File: src/rtl/mem_responder.sv
// -----------------------------------------------------------------------------
// mem_responder
//
// Bridges a datapath's instruction-fetch and data ports onto one single-port
// RAM. One access is in flight at a time and data requests win over fetches.
// An access that sees no ram_ready for MAX_WAIT cycles is aborted. It then
// completes with a poison word (32'hBAD1BAD1) and sets the sticky err flag.
// A halt request is honoured only from IDLE, so an access that is already
// under way always finishes and returns its hit first.
//
// Ports
//   CLK, RST         clock; asynchronous active-high reset
//   imemREN          fetch request, held by the datapath until ihit
//   imemaddr         fetch address
//   imemload, ihit   fetched word and its one-cycle completion pulse
//   dmemREN/dmemWEN  data read / write request, held until dhit
//   dmemaddr         data address
//   dmemstore        data write value
//   dmemload, dhit   read word and its one-cycle completion pulse
//   halt             datapath halt request
//   ramREN/ramWEN    RAM read / write strobes
//   ramaddr          RAM address
//   ramstore         RAM write data
//   ramload          RAM read data, valid when ram_ready is high
//   ram_ready        RAM access completes this cycle
//   flushed          responder is halted and idle
//   err              sticky flag: at least one access timed out
// -----------------------------------------------------------------------------
module mem_responder #(
    parameter int MAX_WAIT = 15
) (
    input  logic        CLK,
    input  logic        RST,
    input  logic        imemREN,
    input  logic [31:0] imemaddr,
    output logic [31:0] imemload,
    output logic        ihit,
    input  logic        dmemREN,
    input  logic        dmemWEN,
    input  logic [31:0] dmemaddr,
    input  logic [31:0] dmemstore,
    output logic [31:0] dmemload,
    output logic        dhit,
    input  logic        halt,
    output logic        ramREN,
    output logic        ramWEN,
    output logic [31:0] ramaddr,
    output logic [31:0] ramstore,
    input  logic [31:0] ramload,
    input  logic        ram_ready,
    output logic        flushed,
    output logic        err
);

    localparam int CNT_W = $clog2(MAX_WAIT + 1);
    localparam logic [CNT_W-1:0] LAST_WAIT = CNT_W'(MAX_WAIT - 1);
    localparam logic [31:0] POISON = 32'hBAD1BAD1;

    typedef enum logic [2:0] {
        IDLE,
        DACC,
        IACC,
        RESP,
        HALTED
    } state_t;

    state_t           state_q, state_d;
    logic [31:0]      addr_q, addr_d;
    logic [31:0]      store_q, store_d;
    logic             wr_q, wr_d;        // captured op is a write
    logic             isd_q, isd_d;      // captured access is a data access
    logic [CNT_W-1:0] cnt_q, cnt_d;
    logic [31:0]      dload_q, dload_d;
    logic [31:0]      iload_q, iload_d;
    logic             err_q, err_d;

    logic             in_acc;

    always_ff @(posedge CLK or posedge RST) begin
        if (RST) begin
            state_q <= IDLE;
            addr_q  <= '0;
            store_q <= '0;
            wr_q    <= 1'b0;
            isd_q   <= 1'b0;
            cnt_q   <= '0;
            dload_q <= '0;
            iload_q <= '0;
            err_q   <= 1'b0;
        end else begin
            state_q <= state_d;
            addr_q  <= addr_d;
            store_q <= store_d;
            wr_q    <= wr_d;
            isd_q   <= isd_d;
            cnt_q   <= cnt_d;
            dload_q <= dload_d;
            iload_q <= iload_d;
            err_q   <= err_d;
        end
    end

    always_comb begin
        state_d = state_q;
        addr_d  = addr_q;
        store_d = store_q;
        wr_d    = wr_q;
        isd_d   = isd_q;
        cnt_d   = cnt_q;
        dload_d = dload_q;
        iload_d = iload_q;
        err_d   = err_q;

        case (state_q)
            IDLE: begin
                if (halt) begin
                    state_d = HALTED;
                end else if (dmemREN || dmemWEN) begin
                    // A write wins when both strobes are up.
                    state_d = DACC;
                    addr_d  = dmemaddr;
                    store_d = dmemstore;
                    wr_d    = dmemWEN;
                    isd_d   = 1'b1;
                    cnt_d   = '0;
                end else if (imemREN) begin
                    state_d = IACC;
                    addr_d  = imemaddr;
                    store_d = '0;
                    wr_d    = 1'b0;
                    isd_d   = 1'b0;
                    cnt_d   = '0;
                end
            end

            DACC, IACC: begin
                if (ram_ready) begin
                    state_d = RESP;
                    if (isd_q) begin
                        if (!wr_q) begin
                            dload_d = ramload;
                        end
                    end else begin
                        iload_d = ramload;
                    end
                end else begin
                    cnt_d = cnt_q + 1'b1;
                    // This is the MAX_WAIT-th cycle without ram_ready,
                    // so give up and hand back the poison word.
                    if (cnt_q == LAST_WAIT) begin
                        state_d = RESP;
                        err_d   = 1'b1;
                        if (isd_q) begin
                            dload_d = POISON;
                        end else begin
                            iload_d = POISON;
                        end
                    end
                end
            end

            // RESP lasts one cycle, so a request the datapath still holds
            // is not picked up a second time.
            RESP: begin
                state_d = IDLE;
            end

            HALTED: begin
                state_d = HALTED;
            end

            default: begin
                state_d = IDLE;
            end
        endcase
    end

    assign in_acc   = (state_q == DACC) || (state_q == IACC);

    assign ramREN   = in_acc && !wr_q;
    assign ramWEN   = in_acc && wr_q;
    assign ramaddr  = in_acc ? addr_q  : 32'h0;
    assign ramstore = in_acc ? store_q : 32'h0;

    assign dhit     = (state_q == RESP) && isd_q;
    assign ihit     = (state_q == RESP) && !isd_q;
    assign dmemload = dload_q;
    assign imemload = iload_q;
    assign flushed  = (state_q == HALTED);
    assign err      = err_q;

endmodule

File: config.mk
export PLATFORM = sky130hd
export DESIGN_NAME = mem_responder
export DESIGN_NICKNAME = d
export VERILOG_FILES = /design/src/rtl/mem_responder.sv
export SDC_FILE = /design/constraint.sdc
export NUM_CORES = 1
export LEC_CHECK = 0
export BUFFER_PORTS_ARGS = -buffer_cell sky130_fd_sc_hd__clkbuf_2
export CAP_MARGIN = 10
export CORE_MARGIN = 2
export CORE_UTILIZATION = 44
export DETAILED_ROUTE_END_ITERATION = 12
export PLACE_DENSITY = 0.74
export SYNTH_ARGS = -nofsm -noshare
export SYNTH_HDL_FRONTEND = slang
export SYNTH_SLANG_ARGS = --single-unit
File: constraint.sdc
create_clock -name CLK -period 4.2 [get_ports CLK]
set_clock_uncertainty 0.15 [all_clocks]
set_input_delay 0.42 -clock CLK [delete_from_list [all_inputs] [get_ports CLK]]
set_output_delay 0.42 -clock CLK [all_outputs]
set_load 0.01 [all_outputs]
==> results of run 1 <==
[cells by family (layout without fill, tap and decap cells)]
| group | Yosys count | after routing | share of synthesized area [%] |
|---|---|---|---|
| buffers and inverters | 45 | 310 | 4.15 |
| xor gates and xnor gates | 1 | 1 | 0.250 |
| muxes | 97 | 97 | 17.9 |
| adders and majority gates | 2 | 2 | 0.384 |
| and+or+nand+nor | 126 | 126 | 12.8 |
| other | 0 | 1 | 0 |
| AOI/OAI and AO/OA | 112 | 112 | 11.5 |
| DFF | 138 | 138 | 53.1 |
[through the flow]
| step | setup slack [ps] | area, sq um | utilization [%] | power (mW) |
|---|---|---|---|---|
| 2_1_floorplan | 1910 | 6510 | - | 3.83 |
| 4_1_cts | 1060 | 8490 | 58.6 | 6.22 |
| 5_1_grt | 918 | 8520 | 58.8 | 6.56 |
| 3_5_place_dp | 1430 | 7900 | 54.6 | 4.70 |
| 6_report | 1110 | 8520 | 58.8 | 6.17 |
| 3_3_place_gp | 1470 | 7900 | 54.6 | 4.60 |
[critical path: stages, from the launching register on]
cell      delay (ps)
dfrtp_1          470
xnor2_2          320
nor2_4           860
and2_1           280
clkbuf_2         150
[final timing paths]
kind	start	end	slack [ps]	depth (start not counted)
worst max-delay path	state_q[0]	ramaddr[3]	1110	4
worst min-delay path	dmemstore[19]	store_q[19]	60	2
worst max register to register	state_q[2]	addr_q[15]	1710	4
worst min register to register	err	err	330	1
max in group asynchronous	RST	cnt_q[2]	2830	3
min in group asynchronous	RST	imemload[29]	80	2
[metal layers]
layer  vias up  wire length (um)
met1      2484              6970
met5         -                 0
met2       218              7950
met4         0               258
li1       2341                 -
met3        16              1210
[state kept, by name, indices dropped and copies added, names as in the netlist]
register	cells
imemload	32
addr_q	32
wr_q	1
state_q	3
dmemload	32
cnt_q	4
err	1
isd_q	1
store_q	32
[cell type report]
| cell class | count | area, sq um | share of cell area [%] |
|---|---|---|---|
| clock inverters | 14 | 161 | 1.89 |
| flip-flops and latches | 138 | 3450 | 40.5 |
| diodes | 1 | 2.50 | 0.0294 |
| clock buffers | 18 | 429 | 5.04 |
| repair buffers | 275 | 1430 | 16.7 |
| well taps | 184 | 230 | 2.70 |
| inverters | 3 | 15.0 | 0.176 |
| multi-input cells | 338 | 2800 | 32.9 |
[power groups by stage]
| stage | registers (mW) | clock network (mW) | logic (mW) |
|---|---|---|---|
| final | 2.30 | 1.49 | 2.38 |
| after global routing | 2.37 | 1.59 | 2.60 |
| after CTS | 2.30 | 1.53 | 2.39 |
| after detailed placement | 2.31 | 0 | 2.38 |
| after global placement | 2.28 | 0 | 2.32 |
| after floorplan | 2.30 | 0 | 1.53 |
[cell usage in the layout, fill, tap and decap left out, types with 3 or more instances in the layout]
cell | netlist | routed
a22o_1 | 32 | 32
a31oi_1 | 3 | 3
and2_1 | 80 | 80
buf_4 | 3 | 5
clkbuf_16 | 0 | 17
clkbuf_2 | 0 | 268
clkinv_4 | 0 | 3
clkinvlp_4 | 0 | 3
dfrtp_1 | 138 | 138
inv_6 | 0 | 5
mux2_1 | 6 | 6
mux2_2 | 29 | 29
mux2_4 | 30 | 30
mux2i_1 | 32 | 32
nand2b_1 | 20 | 19
nor2_1 | 4 | 3
nor3_1 | 3 | 3
o21ai_0 | 55 | 55
o21ai_1 | 11 | 11
o221ai_1 | 3 | 3
==> out/results.txt, run 1 <==
P_int: 3.97 mW
Netlist cell types: 42
Type of origin of the critical path: flop
Worst hold-check path type: primary input to flop
Pins Over Slew Limit: 0
Drt initial violations: 242
Detailed Routing Iterations Pass 1: 7
Ports: 269
Initial antenna violation count: 0
Sequential share of the synthesized area: 53.1%
GRT Util Overall: 20.9%
NumNets Final: 910
Hold WS: 63.4 ps
FFs w/ async S/R, synth: 100%
Post-Layout Cell Count: 971
Number of vias per cell: 5.21
Ys Warns: 0
Worst Path Arrival: 2520 ps
GP Congestion: 0.817
Largest area contributor in the netlist: dfrtp_1
Slew @ Worst Pin: 1070 ps
Die X: 126 um
Crit path required time: 3630 ps
Synth Net Count: 658
Largest net degree at the start of global routing: 93
Final min period: 3090 ps
Mapped Area: 6510 sq um
Reg power frac: 37.3%
Site Rows: 44
Placed Instances: 937
Met3 Resource Use GR: 5.56%
Initial core utilization: 45.0%
Vias in the first global route: 5129
Cells after Synth: 521
CTS Root Cell: clkbuf_16
Total number of vias: 5059
IO Port Bufs: 268
Met1 usage: 27.1%
Synthesized area per cell: 12.5 sq um
Yosys top cell area share: 53.1%
Leak pwr: 4.23 nW
TritonCTS Sinks: 138
Die Area: 15800 sq um
Combinational power share: 38.5%
Peak VDD IR: 0.348 mV
RSZ-0062 raised after global routing: no
Post-route DRC: 0
Clock slew at reported path FFs: 70 ps
CP Max Fanout: 65
TritonCTS clock tree: yes
Core ar.: 14500 sq um
Synth area leaders: dfrtp_1 (53%), and2_1 (7.7%), mux2_4 (6.9%)
Post-synth top cells: dfrtp_1 (138), and2_1 (80), o21ai_0 (55)
Clk pwr share: 24.2%
Layout cells sized above 1: 48.3%
Number of synthesized register bits: 138
Fill count: 1222
Post-CTS Setup Inserts: 0
Max-cap violations: 0
DP HPWL: 11.6 mm
Setup Total Neg Slack: 0 ps
Endpoints failing hold: 0
Met2 usage: 33.9%
Area grow syn2layout: 30.9%
Switching fraction of total power: 35.7%
DR WL/cell: 16.9 um
DIE HEIGHT: 126 um
Pwr/cell area: 725 nW/um^2
Drt total wl: 16.4 mm
Number of synthesized flops with an enable pin: 0
Count of final setup violators: 0
Critical path capture point type: primary output
Cts bufs inserted: 17
Fmax: 323 MHz
Global-route wire length before repair: 26.3 mm
Global route hottest layer: met2
Clk Latency, worst-skew pair: 420 ps
# H-tree levels: 4
Relative slew slack: 28.6%
Remaining antenna violation count: 0
Kind of critical path: flop to primary output
GRT Residual Overflow: 0
Clk buf depth: 2
Final period utilization: 73.6%
Most common cell in the synthesized netlist: dfrtp_1
Post-CTS resize count: 0
Switch Pwr: 2.20 mW
Outcome: complete, no violations
Synth Flop Type: dfrtp_1
CTS Hold Bufs: 0
No activity file was read; power rests on OpenSTA's default activity.
==> run 2, diff against run 1 <==
--- a/config.mk
+++ b/config.mk
@@ -5,12 +5,13 @@
 export SDC_FILE = /design/constraint.sdc
 export NUM_CORES = 1
 export LEC_CHECK = 0
+export ABC_AREA = 1
 export BUFFER_PORTS_ARGS = -buffer_cell sky130_fd_sc_hd__clkbuf_2
 export CAP_MARGIN = 10
 export CORE_MARGIN = 2
-export CORE_UTILIZATION = 44
+export CORE_UTILIZATION = 47
 export DETAILED_ROUTE_END_ITERATION = 12
-export PLACE_DENSITY = 0.74
+export PLACE_DENSITY = 0.76
 export SYNTH_ARGS = -nofsm -noshare
 export SYNTH_HDL_FRONTEND = slang
 export SYNTH_SLANG_ARGS = --single-unit
==> constraint.sdc (replaced) <==
create_clock -name CLK -period 3 [get_ports CLK]
set_clock_uncertainty 0.15 [all_clocks]
set_input_delay 0.3 -clock CLK [delete_from_list [all_inputs] [get_ports CLK]]
set_output_delay 0.3 -clock CLK [all_outputs]
set_load 0.01 [all_outputs]
==> run 2 against run 1 <==
Critical endpoint is now ramstore[20]. Largest cell class unchanged. Highest routed layer unchanged. Via count rose by 17%. First-iteration DRC count grew 73%. Utilization rose by 9.5 points. Die area decreased by 11%. Hold slack got worse by 48 ps. Sequential share of layout area down 0.81 points. Clock power increased by 50%. Global-route usage is 3.7 points higher. Design area rose by 2.0%. Sequential cell count did not move. Combinational power increased by 55%. Final cell count grew 28%.
==> out/results.txt, run 2 <==
Slack of the critical path: 609 ps
Synth Area in Simple Gates: 21.2%
Final period utilization: 79.7%
DP HPWL: 11.2 mm
Post-synth top cells: nand2_1 (222), dfrtp_1 (138), inv_1 (109)
Total number of vias: 5939
CP Max Fanout: 68
Hold WS: 15.1 ps
Clock slew at reported path FFs: 60 ps
# H-tree levels: 4
Fmax: 418 MHz
Worst Path Arrival: 1940 ps
# diodes: 0
CTS Root Cell: clkbuf_16
Synth area leaders: dfrtp_1 (56%), nand2_1 (14%), o21ai_0 (7.5%)
Clk buf depth: 2
Final min period: 2390 ps
R2R setup slack: 860 ps
DIE HEIGHT: 118 um
Core ar.: 12700 sq um
Synth Net Count: 897
Netlist cell types: 25
Number of vias per cell: 4.79
Layout cells sized above 1: 29.4%
CTS Hold Bufs: 46
Site Rows: 41
Ys Warns: 0
Fill count: 1065
Cells after Synth: 760
Kind of critical path: flop to primary output
Register area: 3450 sq um
Fin util: 68.3%
Crit path required time: 2550 ps
Drt total wl: 16.7 mm
Xor/xnor share of the synthesized area: 0.285%
Post-CTS resize count: 0
Relative slew slack: 53.4%
Max-cap violations: 0
Cts bufs inserted: 17
Critical Path Slowest Stage Cell: buf_4
RSZ-0062 raised after global routing: no
CP cell instances: inv_1 > nand2_1 > nand3_2 > buf_4 > nor2_1 > clkbuf_2
TritonCTS clock tree: yes
Fraction of synthesized area in multiplexers: 0%
Type of origin of the critical path: flop
FFs w/ async S/R, synth: 100%
Peak VDD IR: 0.463 mV
Pwr/cell area: 1050 nW/um^2
Commonest non-fill, non-tap cell in the layout: clkbuf_2
Slew @ Worst Pin: 699 ps
GP Congestion: 0.815
Die Area: 14000 sq um
CP Buf/Inv Count: 3
Initial core utilization: 48.4%
Count of final setup violators: 0
Yosys top cell area share: 56.1%
Outcome: complete, no violations
Number of synthesized flops with an enable pin: 0
Post-route DRC: 0
GRT Residual Overflow: 0
Remaining antenna violation count: 0
DR WL/cell: 13.4 um
Global-route wire length before repair: 27.6 mm
Critical path capture point type: primary output
Final Cell Area: 8690 sq um
Delay-heaviest family, CP: buffers and inverters
CP max stage delay: 540 ps
TritonCTS Sinks: 138
Clk Latency, worst-skew pair: 420 ps
Synth Flop Type: dfrtp_1
Most common cell in the synthesized netlist: nand2_1
Initial antenna violation count: 0
NumNets Final: 1195
Compound-Gate Fraction of Synth Area: 12.0%
Sequential share of the synthesized area: 56.1%
Post-Synth Adder-Cell Area: 0.407%
GRT Util Overall: 24.5%
Detailed Routing Iterations Pass 1: 4
Multi-input logic area: 2100 sq um
Post-CTS Setup Inserts: 0
Area grow syn2layout: 41.2%
Largest net degree at the start of global routing: 122
Placed cell area: 7600 sq um
Pins Over Slew Limit: 0
Leak pwr: 4.86 nW
Commonest cells after routing, fill and taps aside: clkbuf_2 (268), nand2_1 (222), dfrtp_1 (138)
IO Port Bufs: 268
Number of synthesized register bits: 138
Ports: 269
Pre-CTS setup slack: 906 ps
Mapped Area: 6150 sq um
Vias in the first global route: 5851
Largest area contributor in the netlist: dfrtp_1
Drt initial violations: 418
Largest family of logic cells by synthesized area: simple AND/OR/NAND/NOR gates
Endpoints failing hold: 0
Worst hold-check path type: primary input to flop
Die X: 118 um
Setup Total Neg Slack: 0 ps
Synthesized area per cell: 8.10 sq um
run 2: cell types whose count changed after synthesis, sizes merged, moves of 37 or more:
cell / change
inv: +106
mux2: -65
o21ai: +37
nor2: +83
and2: -80
nand2: +221
run 2: cells by family (layout without fill, tap and decap cells):
group / count (synthesis) / after routing
buffers and inverters: 151 / 460
AO/OA/AOI/OAI: 138 / 138
flip-flops: 138 / 138
AND/OR/NAND/NOR: 329 / 329
adder cells (fa/ha/maj): 2 / 2
XOR/XNOR: 2 / 2
run 2: area by class of cell:
type	instances	share of cell area [%]
repair buffers	321	21.6
well taps	172	2.48
flip-flops and latches	138	39.7
multi-input cells	471	24.1
clock buffers	23	5.73
clock inverters	7	1.58
inverters	109	4.75
run 2: power breakdown:
group,switching [mW],total [mW],internal [mW]
clock network,0.747,2.24,1.49
registers,0.426,3.19,2.77
logic,2.32,3.68,1.36
run 2: metal layers:
| metal | GRT usage [%] | wire (um) | up-vias |
|---|---|---|---|
| li1 | - | - | 2943 |
| met1 | 30.9 | 6910 | 2727 |
| met2 | 39.6 | 8110 | 233 |
| met3 | 6.37 | 1120 | 36 |
| met4 | 11.2 | 512 | 0 |
| met5 | 0 | 0 | - |
run 2: stage by stage:
step / cells / power (mW)
finish: 1241 / 9.11
global route: 1241 / 9.77
CTS: 1241 / 9.16
detailed placement: 1165 / 6.85
global placement: 1165 / 6.74
floorplan: 760 / 5.40
run 2: worst register-to-register path, cell delays in order (launching register included):
cell,delay [ps]
dfrtp_1,410
inv_1,70
ha_1,140
nand3_1,100
nand2_1,200
nand3_4,520
o21ai_0,430
run 2: worst paths after layout:
kind	from	end	cells past startpoint
max reg2reg	cnt_q[0]	dmemload[20]	6
max in group asynchronous	RST	addr_q[6]	4
min in group asynchronous	RST	store_q[17]	3
min reg2reg	err	err	1
max	state_q[1]	ramstore[20]	6
min	ramload[2]	dmemload[2]	3
